[config.mk]
export PLATFORM = sky130hd
export DESIGN_NAME = dispatch_buffer
export DESIGN_NICKNAME = d
export VERILOG_FILES = /design/src/rtl/dispatch_buffer_pkg.sv /design/src/rtl/dispatch_wakeup.sv /design/src/rtl/dispatch_buffer.sv
export SDC_FILE = /design/constraint.sdc
export NUM_CORES = 2
export LEC_CHECK = 0
export CORE_MARGIN = 4
export CORE_UTILIZATION = 51
export DETAILED_ROUTE_END_ITERATION = 16
export HOLD_SLACK_MARGIN = 0.08
export PLACE_DENSITY = 0.72
export SLEW_MARGIN = 20
export SYNTH_ARGS = -nofsm -noshare
export SYNTH_HDL_FRONTEND = slang
export SYNTH_SLANG_ARGS = --single-unit
export TNS_END_PERCENT = 100
[constraint.sdc]
create_clock -name clk -period 5.7 [get_ports clk]
set_input_delay 1.71 -clock clk [delete_from_list [all_inputs] [get_ports clk]]
set_output_delay 1.71 -clock clk [all_outputs]
set_load 0.05 [all_outputs]
[src/rtl/dispatch_buffer_pkg.sv]
// Shared types, unit tags and op-class codes for the dispatch queue.
package dispatch_buffer_pkg;

  localparam int DB_XLEN  = 32;
  localparam int DB_AW    = 32;
  localparam int DB_TAG_W = 3;
  localparam int DB_NALU  = 2;

  typedef logic [7:0]          oper_t;
  typedef logic [DB_AW-1:0]    addr_t;
  typedef logic [DB_XLEN-1:0]  word_t;
  typedef logic [DB_TAG_W-1:0] regtag_t;
  typedef logic [4:0]          regaddr_t;

  localparam regtag_t UNLOCKED   = '0;
  localparam regtag_t TAG_LS     = regtag_t'(DB_NALU + 1);
  localparam regtag_t TAG_BRANCH = regtag_t'(DB_NALU + 2);

  localparam logic [3:0] CLS_ALU_A  = 4'b0001;
  localparam logic [3:0] CLS_ALU_B  = 4'b0010;
  localparam logic [3:0] CLS_ALU_C  = 4'b0101;
  localparam logic [3:0] CLS_ALU_D  = 4'b1101;
  localparam logic [3:0] CLS_STORE  = 4'b0011;
  localparam logic [3:0] CLS_LOAD   = 4'b1001;
  localparam logic [3:0] CLS_BRANCH = 4'b0100;

  typedef enum logic [2:0] {K_NOP, K_ALU, K_LOAD, K_STORE, K_BRANCH} kind_t;

  function automatic kind_t op_kind(input logic [3:0] cls);
    case (cls)
      CLS_ALU_A, CLS_ALU_B, CLS_ALU_C, CLS_ALU_D: op_kind = K_ALU;
      CLS_LOAD:   op_kind = K_LOAD;
      CLS_STORE:  op_kind = K_STORE;
      CLS_BRANCH: op_kind = K_BRANCH;
      default:    op_kind = K_NOP;
    endcase
  endfunction

endpackage

[src/rtl/dispatch_wakeup.sv]
// Combinational CDB snoop: replaces a locked operand with the matching writeback result.
// Zero latency, no backpressure; lowest-numbered matching port wins.
module dispatch_wakeup #(
  parameter int XLEN     = 32,
  parameter int TAG_W    = 3,
  parameter int NWB      = 3,
  parameter bit TAG_ONLY = 1'b0
) (
  input  logic [XLEN-1:0]      data_in,
  input  logic [TAG_W-1:0]     tag_in,
  input  logic [NWB-1:0]       wb_en,
  input  logic [NWB*TAG_W-1:0] wb_tag,
  input  logic [NWB*XLEN-1:0]  wb_data,
  output logic [XLEN-1:0]      data_out,
  output logic [TAG_W-1:0]     tag_out
);

  always_comb begin
    data_out = data_in;
    tag_out  = tag_in;
    // Walk from the top so the lowest matching port is applied last.
    for (int k = NWB - 1; k >= 0; k--) begin
      if (wb_en[k] && (tag_in != '0) && (wb_tag[k*TAG_W +: TAG_W] == tag_in)) begin
        tag_out = '0;
        if (!TAG_ONLY) data_out = wb_data[k*XLEN +: XLEN];
      end
    end
  end

endmodule

[src/rtl/dispatch_buffer.sv]
// In-order dispatch queue with CDB wakeup; one issue per cycle from the head, registered (enqueue-to-issue >= 2 cycles).
// Backpressure: in_ready drops when full or flushing; a blocked head stalls the whole queue.
module dispatch_buffer
  import dispatch_buffer_pkg::*;
#(
  parameter int DEPTH = 4,
  parameter int NALU  = DB_NALU,
  parameter int NWB   = 3,
  parameter int XLEN  = DB_XLEN,
  parameter int AW    = DB_AW,
  parameter int TAG_W = DB_TAG_W
) (
  input  logic                     clk,
  input  logic                     rst,
  input  logic                     flush,
  input  logic                     in_valid,
  output logic                     in_ready,
  input  oper_t                    in_op,
  input  logic [AW-1:0]            in_pc,
  input  logic [XLEN-1:0]          in_imm,
  input  logic [XLEN-1:0]          in_datax,
  input  logic [XLEN-1:0]          in_datay,
  input  logic [TAG_W-1:0]         in_tagx,
  input  logic [TAG_W-1:0]         in_tagy,
  input  logic [TAG_W-1:0]         in_tagw,
  input  regaddr_t                 in_addrw,
  input  logic [NWB-1:0]           wb_en,
  input  logic [NWB*TAG_W-1:0]     wb_tag,
  input  logic [NWB*XLEN-1:0]      wb_data,
  input  logic [NALU+1:0]          unit_busy,
  output logic [NALU+1:0]          iss_en,
  output logic [3:0]               iss_op,
  output logic [AW-1:0]            iss_pc,
  output logic [XLEN-1:0]          iss_imm,
  output logic [XLEN-1:0]          iss_datax,
  output logic [XLEN-1:0]          iss_datay,
  output logic [TAG_W-1:0]         iss_tagx,
  output logic [TAG_W-1:0]         iss_tagy,
  output logic [TAG_W-1:0]         iss_tagw,
  output regaddr_t                 iss_addrw,
  output logic                     ren_en,
  output regaddr_t                 ren_addr,
  output logic [TAG_W-1:0]         ren_tag,
  output logic [$clog2(DEPTH):0]   count
);

  localparam int PW = $clog2(DEPTH);
  localparam int CW = PW + 1;
  localparam int NU = NALU + 2;

  oper_t            q_op  [DEPTH];
  logic [AW-1:0]    q_pc  [DEPTH];
  logic [XLEN-1:0]  q_imm [DEPTH];
  logic [XLEN-1:0]  q_dx  [DEPTH];
  logic [XLEN-1:0]  q_dy  [DEPTH];
  logic [TAG_W-1:0] q_tx  [DEPTH];
  logic [TAG_W-1:0] q_ty  [DEPTH];
  logic [TAG_W-1:0] q_tw  [DEPTH];
  regaddr_t         q_aw  [DEPTH];

  logic [XLEN-1:0]  w_dx [DEPTH];
  logic [XLEN-1:0]  w_dy [DEPTH];
  logic [TAG_W-1:0] w_tx [DEPTH];
  logic [TAG_W-1:0] w_ty [DEPTH];
  logic [TAG_W-1:0] w_tw [DEPTH];
  logic [XLEN-1:0]  unused_wdat [DEPTH+1];

  logic [XLEN-1:0]  in_dx_w, in_dy_w;
  logic [TAG_W-1:0] in_tx_w, in_ty_w, in_tw_w;

  logic [PW-1:0]    wr_ptr, rd_ptr;
  logic [CW-1:0]    count_q;

  for (genvar e = 0; e < DEPTH; e++) begin : g_ent
    dispatch_wakeup #(.XLEN(XLEN), .TAG_W(TAG_W), .NWB(NWB)) u_wx (
      .data_in(q_dx[e]), .tag_in(q_tx[e]), .wb_en(wb_en), .wb_tag(wb_tag), .wb_data(wb_data),
      .data_out(w_dx[e]), .tag_out(w_tx[e]));
    dispatch_wakeup #(.XLEN(XLEN), .TAG_W(TAG_W), .NWB(NWB)) u_wy (
      .data_in(q_dy[e]), .tag_in(q_ty[e]), .wb_en(wb_en), .wb_tag(wb_tag), .wb_data(wb_data),
      .data_out(w_dy[e]), .tag_out(w_ty[e]));
    dispatch_wakeup #(.XLEN(XLEN), .TAG_W(TAG_W), .NWB(NWB), .TAG_ONLY(1'b1)) u_ww (
      .data_in('0), .tag_in(q_tw[e]), .wb_en(wb_en), .wb_tag(wb_tag), .wb_data(wb_data),
      .data_out(unused_wdat[e]), .tag_out(w_tw[e]));
  end

  dispatch_wakeup #(.XLEN(XLEN), .TAG_W(TAG_W), .NWB(NWB)) u_in_wx (
    .data_in(in_datax), .tag_in(in_tagx), .wb_en(wb_en), .wb_tag(wb_tag), .wb_data(wb_data),
    .data_out(in_dx_w), .tag_out(in_tx_w));
  dispatch_wakeup #(.XLEN(XLEN), .TAG_W(TAG_W), .NWB(NWB)) u_in_wy (
    .data_in(in_datay), .tag_in(in_tagy), .wb_en(wb_en), .wb_tag(wb_tag), .wb_data(wb_data),
    .data_out(in_dy_w), .tag_out(in_ty_w));
  dispatch_wakeup #(.XLEN(XLEN), .TAG_W(TAG_W), .NWB(NWB), .TAG_ONLY(1'b1)) u_in_ww (
    .data_in('0), .tag_in(in_tagw), .wb_en(wb_en), .wb_tag(wb_tag), .wb_data(wb_data),
    .data_out(unused_wdat[DEPTH]), .tag_out(in_tw_w));

  // Head view already carries this cycle's wakeup.
  oper_t          h_op;
  kind_t          h_kind;
  logic           head_vld, push, pop, do_iss;
  logic [NU-1:0]  free_u, sel;
  logic [TAG_W-1:0] sel_tag;

  assign h_op     = q_op[rd_ptr];
  assign h_kind   = op_kind(h_op[7:4]);
  assign head_vld = (count_q != '0);
  assign in_ready = (count_q < CW'(DEPTH)) && !flush;
  assign push     = in_valid && in_ready;
  assign count    = count_q;

  // A unit issued last cycle is treated as busy for one more cycle.
  assign free_u = ~unit_busy & ~iss_en;

  always_comb begin
    sel     = '0;
    sel_tag = '0;
    case (h_kind)
      K_ALU: begin
        for (int i = NALU - 1; i >= 0; i--) begin
          if (free_u[i]) begin
            sel     = '0;
            sel[i]  = 1'b1;
            sel_tag = TAG_W'(i + 1);
          end
        end
      end
      K_LOAD, K_STORE: begin
        sel[NALU] = free_u[NALU];
        sel_tag   = TAG_W'(NALU + 1);
      end
      K_BRANCH: sel[NALU+1] = free_u[NALU+1];
      default: ;
    endcase
  end

  assign do_iss = head_vld && !flush && (|sel);
  assign pop    = head_vld && !flush && ((h_kind == K_NOP) || (|sel));

  always_ff @(posedge clk or negedge rst) begin
    if (!rst) begin
      for (int e = 0; e < DEPTH; e++) begin
        q_op[e] <= '0; q_pc[e] <= '0; q_imm[e] <= '0;
        q_dx[e] <= '0; q_dy[e] <= '0;
        q_tx[e] <= '0; q_ty[e] <= '0; q_tw[e] <= '0; q_aw[e] <= '0;
      end
      wr_ptr  <= '0;
      rd_ptr  <= '0;
      count_q <= '0;
    end else if (flush) begin
      wr_ptr  <= '0;
      rd_ptr  <= '0;
      count_q <= '0;
    end else begin
      for (int e = 0; e < DEPTH; e++) begin
        q_dx[e] <= w_dx[e]; q_tx[e] <= w_tx[e];
        q_dy[e] <= w_dy[e]; q_ty[e] <= w_ty[e];
        q_tw[e] <= w_tw[e];
      end
      if (push) begin
        q_op[wr_ptr]  <= in_op;
        q_pc[wr_ptr]  <= in_pc;
        q_imm[wr_ptr] <= in_imm;
        q_dx[wr_ptr]  <= in_dx_w;
        q_tx[wr_ptr]  <= in_tx_w;
        q_dy[wr_ptr]  <= in_dy_w;
        q_ty[wr_ptr]  <= in_ty_w;
        q_tw[wr_ptr]  <= in_tw_w;
        q_aw[wr_ptr]  <= in_addrw;
        wr_ptr        <= wr_ptr + 1'b1;
      end
      if (pop) rd_ptr <= rd_ptr + 1'b1;
      case ({push, pop})
        2'b10:   count_q <= count_q + 1'b1;
        2'b01:   count_q <= count_q - 1'b1;
        default: count_q <= count_q;
      endcase
    end
  end

  always_ff @(posedge clk or negedge rst) begin
    if (!rst) begin
      iss_en    <= '0; iss_op    <= '0; iss_pc    <= '0; iss_imm  <= '0;
      iss_datax <= '0; iss_datay <= '0; iss_tagx  <= '0; iss_tagy <= '0;
      iss_tagw  <= '0; iss_addrw <= '0;
      ren_en    <= 1'b0; ren_addr <= '0; ren_tag <= '0;
    end else begin
      iss_en <= do_iss ? sel : '0;
      ren_en <= do_iss && ((h_kind == K_ALU) || (h_kind == K_LOAD));
      if (do_iss) begin
        iss_op    <= h_op[3:0];
        iss_pc    <= q_pc[rd_ptr];
        iss_imm   <= q_imm[rd_ptr];
        iss_datax <= w_dx[rd_ptr];
        iss_datay <= w_dy[rd_ptr];
        iss_tagx  <= w_tx[rd_ptr];
        iss_tagy  <= w_ty[rd_ptr];
        iss_tagw  <= (h_kind == K_STORE) ? '0 : w_tw[rd_ptr];
        iss_addrw <= q_aw[rd_ptr];
        if ((h_kind == K_ALU) || (h_kind == K_LOAD)) begin
          ren_addr <= q_aw[rd_ptr];
          ren_tag  <= sel_tag;
        end
      end
    end
  end

endmodule

# ---- After elaboration in Yosys (flattened, before gate mapping)
# Cells that the tools add are included.
dict set report op_classes {
  n_addsub 4
  order_cmp 4
  eq_ne 58
  n_mux 141
  bitwise 6
  reduce_logical 125
}
# operator count
set ops {}
lappend ops {{$mux W32} 39}
lappend ops {{$bwmux W128} 4}
lappend ops {{$bmux W32 S2} 4}
lappend ops {{$mux W128} 2}
lappend ops {{$mux W3} 54}
lappend ops {{$eq A3 B3 Y1} 45}
lappend ops {{$logic_and A1 B1 Y1} 97}
lappend ops {{$demux W32 S2} 1}
lappend ops {{$reduce_bool A3 Y1} 17}
lappend ops {{$bwmux W12} 3}
lappend ops {{$mux W12} 3}
lappend ops {{$bwmux W32} 1}
lappend ops {{$mux W8} 3}
lappend ops {{$bwmux W20} 1}
lappend ops {{$bmux W3 S2} 3}
lappend ops {{$bmux W8 S2} 1}
lappend ops {{$demux W8 S2} 1}
lappend ops {{$mux W2} 8}
lappend ops {{$mux W5} 3}
lappend ops {{$pmux W3 S2} 2}
lappend ops {{$pmux W3 S4} 1}
lappend ops {{$bmux W5 S2} 1}
lappend ops {{$demux W5 S2} 1}
lappend ops {{$eq A4 B2 Y1 const B} 2}
lappend ops {{28 further kinds} 41}
dict set report word_totals {
  reg_bits 766
  output_inout_bits 163
  wordCells 390
}

# ---- Depth between registers and ports, before layout
dict set report logic_depth {
  depth_word 16
  ltp_mapped 12
  ltp_nobuf 10
}

# ---- Modules after synthesis
# Synthesis repeated with hierarchy kept, for this count alone.
dict set report unflattened {
  hier_cells 4538
  area_unflattened_um2 48316.3
}
# mod n_inst cells_per_inst area_per_inst_um2 seq_area_each_um2
set modules_own_cells {}
lappend modules_own_cells {dispatch_buffer 1 2538 34722.1 19143.4}
lappend modules_own_cells {{dispatch_wakeup at g_ent[0].u_wx ...} 10 169 1138.6 0.0}
lappend modules_own_cells {{dispatch_wakeup at g_ent[0].u_ww ...} 5 62 441.7 0.0}

# ---- Least setup slack after synthesis
# Ideal clock, no wire load.
dict set report synth_path {
  kind {input -> output}
  from {in flush}
  to {out in_ready}
  arrival_time_ps 2422
  t_required_ps 3990
  setup_slack_ps 1568
  cell_stages 1
  path_cell_list {nor2_1}
}
dict set report synth_between {
  elab_chain_len 2
}
# item line
set synth_rtl {}
lappend synth_rtl {{from (decl)} dispatch_buffer.sv:15} ;# input logic flush,
lappend synth_rtl {{$logic_not A1 Y1} dispatch_buffer.sv:106} ;# assign in_ready = (count_q < CW'(DEPTH)) && !flush;
lappend synth_rtl {{$logic_and A1 B1 Y1} dispatch_buffer.sv:106}
lappend synth_rtl {{to (decl)} dispatch_buffer.sv:17} ;# output logic in_ready,
# Every way passes these cells.

# ---- Worst setup path after layout
# Same ends and word-level chain as after synthesis.

==> out/metrics.yaml <==
status:
  status: "finished, final reports clean"
cts:
  cts_tree: "yes"
  post-cts-setup-buffers: 0
  clock-root-buffer: "clkbuf_16"
  cts_sinks: 765
  clk-insertion-delay-late_ns: 0.71
  clockBufferDepth: 3
  cts_buffers: 88
  htreeDepth: 3
  clk_pin_slew_ns: 0.06
  post_cts_resized: 0
  cts_hold_buf: 0
layout:
  nets: 6104
  area_growth_pct: 17.6
  stdcell_area_um2: 56400
  final_cell_mix: "1465 x nand2_1, 763 x dfrtp_1, 425 x clkdlybuf4s50_1"
  mostFrequentLayoutCell: "nand2_1"
  drive_gt1_share_pct: 8.65
timing:
  worst_clock_skew_ns: 0.0265
  rsz0062_at_grt: "false"
  relSlewSlack_pct: 18.5
  setup-tns-final_ns: 0
  setup_violations: 0
  period_share_pct: 86.2
  max_clock_freq_mhz: 204
  hold_viol: 0
  finalMaxSlewViolations: 0
  setup_slack_ns: 0.789
  min_period_ns: 4.91
  tightestPinTransition_ns: 1.22
worst_setup_path:
  path_cells: "buf_6 > nor2_1 > clkdlybuf4s50_1"
  arrival_ns: 3.20
  cp_num_buf_inv: 2
  required_ns: 3.99
  cpPeakStageDelay_ns: 0.92
  cpLargestDelayFamily: "buffers and inverters"
  start_kind: "primary input"
  crit_path_top_delay_cell: "clkdlybuf4s50_1"
  end_kind: "output pin"
  crit_type: "in -> out"
  cp_max_fo: 54
synthesis:
  ys_warn_count: 0
  synth.distinct_cells: 84
  synth_cells: 5796
  syn-num-nets: 6067
  synth_flop_cell: "dfrtp_1"
  yosysSeqAreaShare_pct: 39.9
  synth_async_sr_flop_share_pct: 100
  syn-cell-area_um2: 47900
  avgSynthCellArea_um2: 8.27
  synth-edff-count: 0
  synth-seq-cells: 765
floorplan:
  die_w_um: 315
  ioPinCount: 429
  rows: 112
  initial_core_util_pct: 51.4
  die_h_um: 315
  dieArea_um2: 99000
  core_um2: 93300
global_routing:
  gr-total-overflow: 0
  gr-usage-all-layers_pct: 38.4
  grt_max_degree: 140
  grt_pass1_wl_um: 294000
  grt_pass1_vias: 48300
  antenna_found_initial: 28
drt:
  vias: 49100
  vias_per_cell: 6.82
  wl_per_cell_um: 27.1
  drtPass1Iterations: 8
  drtAntennaViolNets: 0
  wl_um: 195000
  drc: 0
  drt_iter0_drc: 6806
run:
  maxCapViolations: 0
place:
  dp_hpwl_um: 118000
  dp_slack_ns: 0.536
  gp_congestion: 0.935
  dpl_cell_area_um2: 53200
  port_buffers: 427
power:
  ir_worst_vdd_v: 0.000449
  power_density_nw_per_um2: 506
  power_leakage_nw: 23.6
min_path:
  min-delay-path-class: "reg -> reg"
==> flip-flops by register name (all words and copies together) (netlist names), 20 cells and up <==
| register | cells |
|---|---|
| q_dx | 128 |
| q_dy | 128 |
| q_imm | 128 |
| q_pc | 128 |
| iss_datax | 32 |
| iss_datay | 32 |
| iss_imm | 32 |
| iss_pc | 32 |
| q_op | 32 |
| q_aw | 20 |
==> worst min-delay path: stages (launching register included) <==
cell and delay (ns):
dfrtp_1 0.33, nand2_1 0.05, nand2_1 0.05
==> layer usage <==
metal | up-vias | routed length, µm | global-route usage (%)
met3 | 940 | 27200 | 13.7
met1 | 23600 | 70900 | 48.3
met4 | 16 | 12800 | 21.4
met2 | 3755 | 83500 | 57.6
met5 | - | 122 | 0
li1 | 20800 | - | -
==> power by group <==
part	switching, mW	internal, mW
combinational	7.92	4.99
clock	2.54	3.58
sequential	1.67	7.82
total	12.1	16.4
==> worst paths after layout <==
| check | from | endpoint | slack, ns | cells after the start |
|---|---|---|---|---|
| max | flush | in_ready | 0.79 | 3 |
| min | q_imm[33] | q_imm[33] | 0.47 | 2 |
| max reg2reg | rd_ptr[1] | iss_imm[8] | 1.63 | 6 |
| min reg2reg | q_imm[33] | q_imm[33] | 0.47 | 2 |
| max in group asynchronous | rst | q_imm[98] | 3.44 | 2 |
| min in group asynchronous | rst | q_dy[70] | 1.00 | 1 |
==> synth_stat cells (all sizes together), types with 45 or more instances <==
cell type | instances | area, µm²
clkbuf | 481 | 1810
o21ai | 375 | 1880
a221oi | 165 | 1450
a311oi | 64 | 561
buf | 164 | 828
nand3 | 84 | 420
xnor2 | 77 | 674
o22ai | 79 | 494
nand4 | 45 | 282
a211oi | 131 | 983
o2111ai | 69 | 604
nor2 | 301 | 1130
inv | 123 | 462
mux2i | 283 | 2830
o31ai | 72 | 541
mux4 | 77 | 1730
dfrtp | 765 | 19100
a22o | 64 | 569
nand2 | 1469 | 5510
nor3 | 87 | 440
a31oi | 97 | 607
a21oi | 307 | 1560
==> stage by stage <==
step / hold WS [ns] / power (mW) / cells / util, %
after floorplan: 0.440 / 18.1 / 5796 / -
after global placement: 0.452 / 21.7 / 6997 / 57.0
after detailed placement: 0.457 / 22.1 / 6997 / 57.0
after CTS: 0.472 / 28.3 / 7160 / 60.3
after global routing: 0.489 / 30.1 / 7166 / 60.4
final: 0.468 / 28.5 / 7189 / 60.4
==> cell families (layout without fill, tap and decap cells) <==
group                      after synthesis  after routing  share of synthesized area [%]
AOI/OAI and AO/OA                     1687           1687                           23.9
xor gates and xnor gates               111            111                           2.06
adders and majority gates                5              5                          0.146
buffers and inverters                  769            879                           6.47
DFF                                    765            765                           39.9
muxes                                  370            370                           9.76
other                                    1             30                        0.00782
and+or+nand+nor                       2088           2088                           17.8
==> cell type report <==
class | count | area [µm²]
diodes | 29 | 72.6
clock inverters | 36 | 544
well taps | 1254 | 1570
multi-input cells | 4262 | 26100
flip-flops and latches | 765 | 19200
repair buffers | 592 | 5920
clock buffers | 127 | 2540
inverters | 124 | 470
fillers | 8125 | 36900
Note: power is estimated with default switching activity, not from simulation.
